File: src/rtl/mdu_seq_if.sv
// rtl/mdu_seq_if.sv - EX-stage request/response bundle between the pipeline and mdu_seq
interface mdu_seq_if #(
  parameter int XLEN = 32
);
  logic            start;
  logic [2:0]      funct3;
  logic [XLEN-1:0] src_a;
  logic [XLEN-1:0] src_b;
  logic            flush;
  logic            busy;
  logic            stall;
  logic            done;
  logic [XLEN-1:0] result;

  modport master (
    output start, funct3, src_a, src_b, flush,
    input  busy, stall, done, result
  );

  modport slave (
    input  start, funct3, src_a, src_b, flush,
    output busy, stall, done, result
  );
endinterface

File: src/rtl/mdu_seq.sv
// rtl/mdu_seq.sv - iterative shift-add multiply / restoring divide sequencer for RV32M
// Signed codes (MULH, MULHSU, DIV, REM) are honoured only when MDU_SIGNED_EN is defined.
module mdu_seq #(
  parameter int XLEN = 32
) (
  input logic      clk,
  input logic      rst,
  mdu_seq_if.slave bus
);
  localparam int CW = $clog2(XLEN);

  typedef enum logic [1:0] {IDLE, RUN, DONE} state_t;

  state_t            state;
  logic [CW-1:0]     cnt;
  logic [2:0]        op;
  logic [XLEN-1:0]   mcand;
  logic [XLEN-1:0]   divisor;
  logic [XLEN-1:0]   rem;
  logic [XLEN-1:0]   quot;
  logic [2*XLEN-1:0] prod;

  logic [XLEN-1:0]   a_in;
  logic [XLEN-1:0]   b_in;

`ifdef MDU_SIGNED_EN
  logic sa;
  logic sb;
  logic neg_in;
  logic neg_res;

  // Operands enter the datapath as magnitudes; neg_in records the sign fix-up owed at DONE.
  always_comb begin
    sa = bus.src_a[XLEN-1] && (bus.funct3 inside {3'b001, 3'b010, 3'b100, 3'b110});
    sb = bus.src_b[XLEN-1] && (bus.funct3 inside {3'b001, 3'b100, 3'b110});
    a_in = sa ? -bus.src_a : bus.src_a;
    b_in = sb ? -bus.src_b : bus.src_b;
    case (bus.funct3)
      3'b110:  neg_in = sa;
      3'b100:  neg_in = (sa ^ sb) && (bus.src_b != '0);
      default: neg_in = sa ^ sb;
    endcase
  end
`else
  assign a_in = bus.src_a;
  assign b_in = bus.src_b;
`endif

  logic [XLEN:0]     mul_sum;
  logic [XLEN:0]     div_trial;
  logic [2*XLEN-1:0] prod_nxt;
  logic [XLEN-1:0]   rem_nxt;
  logic [XLEN-1:0]   quot_nxt;

  // Both datapaths step every RUN cycle; op only chooses which one is reported.
  always_comb begin
    mul_sum   = {1'b0, prod[2*XLEN-1:XLEN]} + (prod[0] ? {1'b0, mcand} : '0);
    prod_nxt  = {mul_sum, prod[XLEN-1:1]};
    div_trial = {rem, quot[XLEN-1]} - {1'b0, divisor};
    if (!div_trial[XLEN]) begin
      rem_nxt  = div_trial[XLEN-1:0];
      quot_nxt = {quot[XLEN-2:0], 1'b1};
    end else begin
      rem_nxt  = {rem[XLEN-2:0], quot[XLEN-1]};
      quot_nxt = {quot[XLEN-2:0], 1'b0};
    end
  end

  logic [2*XLEN-1:0] prod_fix;
  logic [XLEN-1:0]   quot_fix;
  logic [XLEN-1:0]   rem_fix;
  logic [XLEN-1:0]   res_nxt;

  // Result as it will stand after the final iteration, sign-corrected.
  always_comb begin
    prod_fix = prod_nxt;
    quot_fix = quot_nxt;
    rem_fix  = rem_nxt;
`ifdef MDU_SIGNED_EN
    if (neg_res) begin
      prod_fix = -prod_nxt;
      quot_fix = -quot_nxt;
      rem_fix  = -rem_nxt;
    end
`endif
    case (op)
      3'b000:                 res_nxt = prod_fix[XLEN-1:0];
      3'b001, 3'b010, 3'b011: res_nxt = prod_fix[2*XLEN-1:XLEN];
      3'b100, 3'b101:         res_nxt = quot_fix;
      default:                res_nxt = rem_fix;
    endcase
  end

  assign bus.stall = (bus.start && (state == IDLE) && !bus.flush) || (state == RUN);

  always_ff @(posedge clk) begin
    if (rst) begin
      state      <= IDLE;
      cnt        <= '0;
      op         <= '0;
      mcand      <= '0;
      divisor    <= '0;
      rem        <= '0;
      quot       <= '0;
      prod       <= '0;
      bus.busy   <= 1'b0;
      bus.done   <= 1'b0;
      bus.result <= '0;
`ifdef MDU_SIGNED_EN
      neg_res    <= 1'b0;
`endif
    end else if (bus.flush) begin
      state    <= IDLE;
      cnt      <= '0;
      bus.busy <= 1'b0;
      bus.done <= 1'b0;
    end else begin
      case (state)
        IDLE: begin
          if (bus.start) begin
            state    <= RUN;
            cnt      <= '0;
            op       <= bus.funct3;
            mcand    <= a_in;
            prod     <= {{XLEN{1'b0}}, b_in};
            divisor  <= b_in;
            quot     <= a_in;
            rem      <= '0;
            bus.busy <= 1'b1;
`ifdef MDU_SIGNED_EN
            neg_res  <= neg_in;
`endif
          end
        end
        RUN: begin
          prod <= prod_nxt;
          rem  <= rem_nxt;
          quot <= quot_nxt;
          cnt  <= cnt + 1'b1;
          if (cnt == CW'(XLEN - 1)) begin
            state      <= DONE;
            bus.done   <= 1'b1;
            bus.result <= res_nxt;
          end
        end
        DONE: begin
          state    <= IDLE;
          bus.busy <= 1'b0;
          bus.done <= 1'b0;
        end
        default: begin
          state    <= IDLE;
          bus.busy <= 1'b0;
          bus.done <= 1'b0;
        end
      endcase
    end
  end
endmodule

File: src/flat_wrapper.sv
// flat-port wrapper written by rule: the top's interface ports become plain ports
module mdu_seq_flat 
#(
  parameter int XLEN = 32
)
  (clk, rst, bus_start, bus_funct3, bus_src_a, bus_src_b, bus_flush, bus_busy, bus_stall, bus_done, bus_result);
  mdu_seq_if #(.XLEN(XLEN)) bus_i ();
  input logic clk;
  input logic rst;
  input wire logic [$bits(bus_i.start)-1:0] bus_start;
  input wire logic [$bits(bus_i.funct3)-1:0] bus_funct3;
  input wire logic [$bits(bus_i.src_a)-1:0] bus_src_a;
  input wire logic [$bits(bus_i.src_b)-1:0] bus_src_b;
  input wire logic [$bits(bus_i.flush)-1:0] bus_flush;
  output wire logic [$bits(bus_i.busy)-1:0] bus_busy;
  output wire logic [$bits(bus_i.stall)-1:0] bus_stall;
  output wire logic [$bits(bus_i.done)-1:0] bus_done;
  output wire logic [$bits(bus_i.result)-1:0] bus_result;
  assign bus_i.start = bus_start;
  assign bus_i.funct3 = bus_funct3;
  assign bus_i.src_a = bus_src_a;
  assign bus_i.src_b = bus_src_b;
  assign bus_i.flush = bus_flush;
  assign bus_busy = bus_i.busy;
  assign bus_stall = bus_i.stall;
  assign bus_done = bus_i.done;
  assign bus_result = bus_i.result;
  mdu_seq #(.XLEN(XLEN)) u_core (.clk(clk), .rst(rst), .bus(bus_i));
endmodule
File: config.mk
export PLATFORM = sky130hd
export DESIGN_NAME = mdu_seq_flat
export DESIGN_NICKNAME = d
export VERILOG_FILES = /design/src/rtl/mdu_seq_if.sv /design/src/rtl/mdu_seq.sv /design/src/flat_wrapper.sv
export SDC_FILE = /design/constraint.sdc
export NUM_CORES = 1
export LEC_CHECK = 0
export BUFFER_PORTS_ARGS = -buffer_cell sky130_fd_sc_hd__buf_2
export CAP_MARGIN = 15
export CORE_ASPECT_RATIO = 0.7
export CORE_UTILIZATION = 50
export CTS_CLUSTER_DIAMETER = 40
export DETAILED_ROUTE_END_ITERATION = 8
export PLACE_DENSITY = 0.68
export SLEW_MARGIN = 20
export SYNTH_ARGS = -nofsm -noshare
export SYNTH_HDL_FRONTEND = slang
export SYNTH_SLANG_ARGS = --single-unit
File: constraint.sdc
create_clock -name clk -period 10.6 [get_ports clk]
set_clock_uncertainty 0.15 [all_clocks]
set_input_delay 1.59 -clock clk [delete_from_list [all_inputs] [get_ports clk]]
set_output_delay 1.59 -clock clk [all_outputs]
set_load 0.05 [all_outputs]
# Yosys cells after proc, flatten, opt, wreduce, memory -nomap -nowiden
# Index checks and enable logic that the tools add are counted.
# totals
ff_bits,236
word_cells,62
# classes
n_mux,19
bitwise,3
reduce_logical,17
n_eq_ne,9
add_sub_neg,3
# ops
operator,n
2-to-1 mux 32 bit,4
case mux 32 bit (2 select lines),2
case mux 64 bit (2 select lines),1
case mux 32 bit (3 select lines),1
2-to-1 mux 64 bit,1
adder 32 x 33 -> 33 bit,1
subtractor 33 x 32 -> 33 bit,1
case mux 5 bit (2 select lines),1
AND reduction 3 bit,3
AND reduction 2 bit,4
"== test 3 x 2 -> 1 bit, second input constant",2
"== test 3 bit, second input constant",2
"adder 5 x 1 -> 5 bit, second input constant",1
"== test 5 bit, second input constant",1
2-to-1 mux 5 bit,1
2-to-1 mux 2 bit,2
"!= test 2 bit, second input constant",2
case mux 1 bit (2 select lines),2
case mux 2 bit (2 select lines),1
OR reduction 2 bit,2
"== test 3 x 1 -> 1 bit, second input constant",1
logical NOT 3 bit,1
2-to-1 mux 1 bit,3
inverter 1 bit,3
7 further kinds,8

# Logic depth before layout (Yosys ltp)
# logic_depth
ltp_word,4
depth_mapped,15
mapped_depth_nobuf,13

# Worst setup path after synthesis
# OpenSTA, ideal clock, no wires.
# synth_timing
path_type,input-to-output
from,in bus_start
to,out bus_stall
path_buffers,2
path_slack_ns,6.107
stages,5
arrival_ns,2.753
path_cell_list,nor2b_1 -> nand2_1 -> clkbuf_1 -> buf_1 -> nand2_1
# synth_via
elab_chain_cells,3
# synth_lines
item,line,text
start: declaration,flat_wrapper.sv:10,input wire logic [$bits(bus_i.start)-1:0] bus_start;
logical AND 1 bit (2 in series),mdu_seq.sv:94,assign bus.stall = (bus.start && (state == IDLE) && !bus.flush) || (state == RUN);
logical OR 1 bit,mdu_seq.sv:94,
end: declaration,flat_wrapper.sv:16,output wire logic [$bits(bus_i.stall)-1:0] bus_stall;
# Every way passes these cells.

# Final worst setup path
# layout_timing
from,reg u_core.prod[0]
to,reg u_core.bus.result[31]
# layout_via
elab_chain_cells,3
# layout_lines
item,line,text
start: declaration,mdu_seq.sv:21,logic [2*XLEN-1:0] prod;
start signal: assignment,mdu_seq.sv:125,"prod <= {{XLEN{1'b0}}, b_in};"
start signal: assignment,mdu_seq.sv:136,prod <= prod_nxt;
2-to-1 mux 32 bit,mdu_seq.sv:57,"mul_sum = {1'b0, prod[2*XLEN-1:XLEN]} + (prod[0] ? {1'b0, mcand} : '0);"
adder 32 x 33 -> 33 bit,mdu_seq.sv:57,
case mux 32 bit (3 select lines),mdu_seq.sv:86,case (op)
end signal: assignment,mdu_seq.sv:143,bus.result <= res_nxt;
end: declaration,mdu_seq_if.sv:22,"output busy, stall, done, result"
# Every way passes these cells.
# A chain may end at the register's enable or synchronous reset.

==> flow_summary.toml <==
[floorplanning]
die_width_um = 198
initial_standard_cell_utilization_of_the_core = 0.518
dieHeight_um = 139
boundaryPins = 106
core-area_sq_um = 26100
fp-row-count = 49
fp.dieArea_sq_um = 27700

[setup_path]
path_max_fanout = 33
regToRegStartpoint = "u_core.prod[0]"
worst_setup_path_start_kind = "flop"
worst_r2r_path_depth = 12
cp.required_ps = 10900
endpoint_class_of_the_critical_path = "flop"
crit_path_start = "u_core.prod[0]"
critical-path-slowest-cell = "dfxtp_1"
crit_arrival_ps = 4780
worst_setup_path_endpoint = "u_core.bus.result[31]"
worst_r2r_setup_slack_ps = 6120
timing_worst_setup_path_type = "reg -> reg"
path_cells = "and2_1 -> ha_1 -> fa_1 -> a21o_1 -> a221oi_2 -> o21ai_2 -> a2111oi_2 -> o31ai_1 -> a2111o_1 -> a31oi_2 -> nand3_1 -> a32o_1"
worstReg2RegEnd = "u_core.bus.result[31]"
critical_path.max_stage_delay_ps = 620

[yosys]
synthTopCellsByArea = "dfxtp_1 35%, nand2_1 9.9%, a21oi_1 6.5%"
synth.ff_latch_count = 236
syn_area_sq_um = 13500
synth.yosys.warnings = 0
synth-async-reset-ratio = 0
postSynth.topFlopCell = "dfxtp_1"
synthesis.area_per_instance_sq_um = 7.63
synth_fp_nets = 1906
synth_top_area_frac = 0.350
syn-instance-count = 1767
synth_top_cell_by_area = "dfxtp_1"
synth_enable_flop_cells = 0
synth.yosys.seq_area_share = 0.350
synth.distinct_cells = 71

[clock_network]
clk_pin_slew_ps = 70
cts_setup_buffers = 0
ctsResizeCount = 0
tritoncts = "done"
cts_root_buffer = "clkbuf_16"
cts.htree.levels = 1
clk_path_buf_depth = 3
number_of_buffers_created_by_cts = 29
clock_sinks = 236
cts.hold.buffers_added = 0
clkLatencyLatePin_ps = 560

[timing]
worst-slew-pin-transition_ps = 1110
rsz0062_at_grt = "no"
number_of_setup_violations_in_the_final_report = 0
slew_violations = 0
finalWorstPathRequiredPeriod_ps = 4480
max-slew-margin-rel = 0.255
tns_ps = 0
fmax_mhz = 223
finalHoldViolCount = 0
setup_ws_ps = 6120
fin_crit_sh = 0.423

[detailed_routing]
routed_wire_length_mm = 43.3
drt-vias-per-instance = 6.13
drt-initial-drc-count = 1575
wire_length_per_cell_um = 19.9
route.antenna.remaining_nets = 0
drc = 0
vias = 13400
drt-pass1-iter-count = 6

[min_path]
worstHoldPathType = "reg -> reg"
holdPathStages = 2

[global_routing]
grt_antenna_before_repair = 0
grt_pass1_vias = 11800
grt_first_pass_wirelength_mm = 67.0
grt_overflow_total = 0
grt_start_max_net_pins = 85
groute.usage.overall = 0.306

[final_layout]
number_of_nets_in_the_layout = 1937
num_antenna_cells = 0
syn2layout_area_growth_pct = 12.5
final.fill_count = 2444
post_route_cells_drive_above_1_share = 0.113

[job]
maximum_capacitance_violations = 0

[placed_design]
final_wtd_congestion = 0.913
io_buffer_count = 105
worst_setup_slack_post_dpl_ps = 6070
dp_hpwl_mm = 30.8

[power]
cellPowerDensity_nw_per_um2 = 159
vdd.ir_drop.worst_mv = 0.117
total_leakage_power_nw = 6.32

[outcome]
status = "complete, no violations"
-- cells by family (layout without fill, tap and decap cells) --
| logic type | after synthesis | after routing | synth area share |
|---|---|---|---|
| xor gates and xnor gates | 51 | 51 | 0.0331 |
| buffers and inverters | 175 | 229 | 0.0512 |
| DFF | 236 | 236 | 0.350 |
| adders and majority gates | 68 | 68 | 0.0642 |
| and+or+nand+nor | 653 | 653 | 0.205 |
| muxes | 29 | 29 | 0.0223 |
| AOI/OAI and AO/OA | 555 | 555 | 0.274 |
-- flip-flops by register name, summed over array words and instances, names as in the netlist, 3 cells and up --
name,flops
u_core.divisor,32
u_core.mcand,32
u_core.cnt,5
u_core.quot,32
u_core.bus.result,32
u_core.rem,32
u_core.op,3
u_core.prod,64
-- critical path: cells and delay by family, from the launching register on --
kind                       cells  cell delay (ps)
DFF                            1              620
adders and majority gates      2              690
AOI/OAI and AO/OA              8             2450
and+or+nand+nor                2              450
-- report_power, final --
part	internal (W)	switching [W]	leakage, nW
clock network	0.000647	0.000415	0.500
registers	0.000920	0.0000358	1.92
logic	0.000142	0.000252	3.90
-- cells in the mapped netlist, drive strengths merged, types with 6 or more instances --
| cell type | count |
|---|---|
| nand3 | 17 |
| nor3 | 15 |
| xnor2 | 33 |
| a21o | 43 |
| nand4 | 9 |
| o21bai | 9 |
| and3 | 8 |
| o22ai | 25 |
| nand2b | 12 |
| clkbuf | 108 |
| dfxtp | 236 |
| o21ai | 90 |
| a32o | 6 |
| and2 | 40 |
| a22o | 10 |
| a21oi | 174 |
| xor2 | 18 |
| nor2 | 164 |
| a22oi | 32 |
| a211oi | 24 |
| mux2i | 24 |
| buf | 16 |
| o21a | 14 |
| inv | 50 |
| ha | 66 |
| or3 | 7 |
| nor2b | 8 |
| a311oi | 66 |
| nand2 | 355 |
-- routing by layer --
metal | vias up | part of all wire | GRT usage
met5 | - | 0 | 0
met4 | 0 | 0.022 | 0.0665
met3 | 56 | 0.10 | 0.0429
met2 | 578 | 0.39 | 0.414
met1 | 6384 | 0.48 | 0.499
li1 | 6337 | - | -
-- layout by cell type (no fill, tap or decap), types with 7 or more instances in the layout --
cell / Yosys / layout
nand2_1: 355 / 354
dfxtp_1: 236 / 236
a21oi_1: 174 / 174
nor2_1: 164 / 162
buf_2: 6 / 104
o21ai_0: 87 / 86
a311oi_1: 66 / 66
ha_1: 66 / 66
inv_1: 50 / 50
a21o_1: 43 / 43
and2_1: 40 / 39
xnor2_1: 33 / 33
a22oi_1: 32 / 32
clkbuf_16: 0 / 29
o22ai_1: 25 / 25
a211oi_1: 24 / 24
mux2i_1: 24 / 24
buf_4: 1 / 20
xor2_1: 18 / 18
nand3_1: 17 / 17
o21a_1: 14 / 14
nor3_1: 15 / 13
nand2b_1: 12 / 10
a22o_1: 10 / 10
nand4_1: 9 / 9
o21bai_1: 9 / 9
and3_1: 8 / 8
nor2b_1: 8 / 7
-- through the flow --
| step | utilization | power [W] | hold WS, ps | cells | area [sq um] |
|---|---|---|---|---|---|
| 2_1_floorplan | - | 0.00124 | 280 | 1767 | 13500 |
| 3_3_place_gp | 0.543 | 0.00135 | 289 | 2124 | 14100 |
| 3_5_place_dp | 0.543 | 0.00136 | 292 | 2124 | 14100 |
| 4_1_cts | 0.582 | 0.00241 | 301 | 2178 | 15200 |
| 5_1_grt | 0.582 | 0.00249 | 320 | 2178 | 15200 |
| 6_report | 0.582 | 0.00241 | 298 | 2178 | 15200 |
-- cell type report --
cell class / count / area [sq um] / share of cell area
clock buffers: 36 / 772 / 0.0509
clock inverters: 18 / 260 / 0.0172
inverters: 51 / 191 / 0.0126
multi-input cells: 1356 / 8110 / 0.534
flip-flops and latches: 236 / 4720 / 0.311
well taps: 357 / 447 / 0.0294
repair buffers: 124 / 671 / 0.0442
-- how the worst min path moves through the flow --
stage | start | end | slack, ps
finish | u_core.mcand[13] | u_core.mcand[13] | 300
global route | u_core.divisor[23] | u_core.divisor[23] | 320
CTS | u_core.mcand[18] | u_core.mcand[18] | 300
detailed placement | u_core.mcand[18] | u_core.mcand[18] | 290
global placement | u_core.mcand[31] | u_core.mcand[31] | 290
floorplan | u_core.prod[61] | u_core.prod[61] | 280
Note: power is estimated with default switching activity, not from simulation.
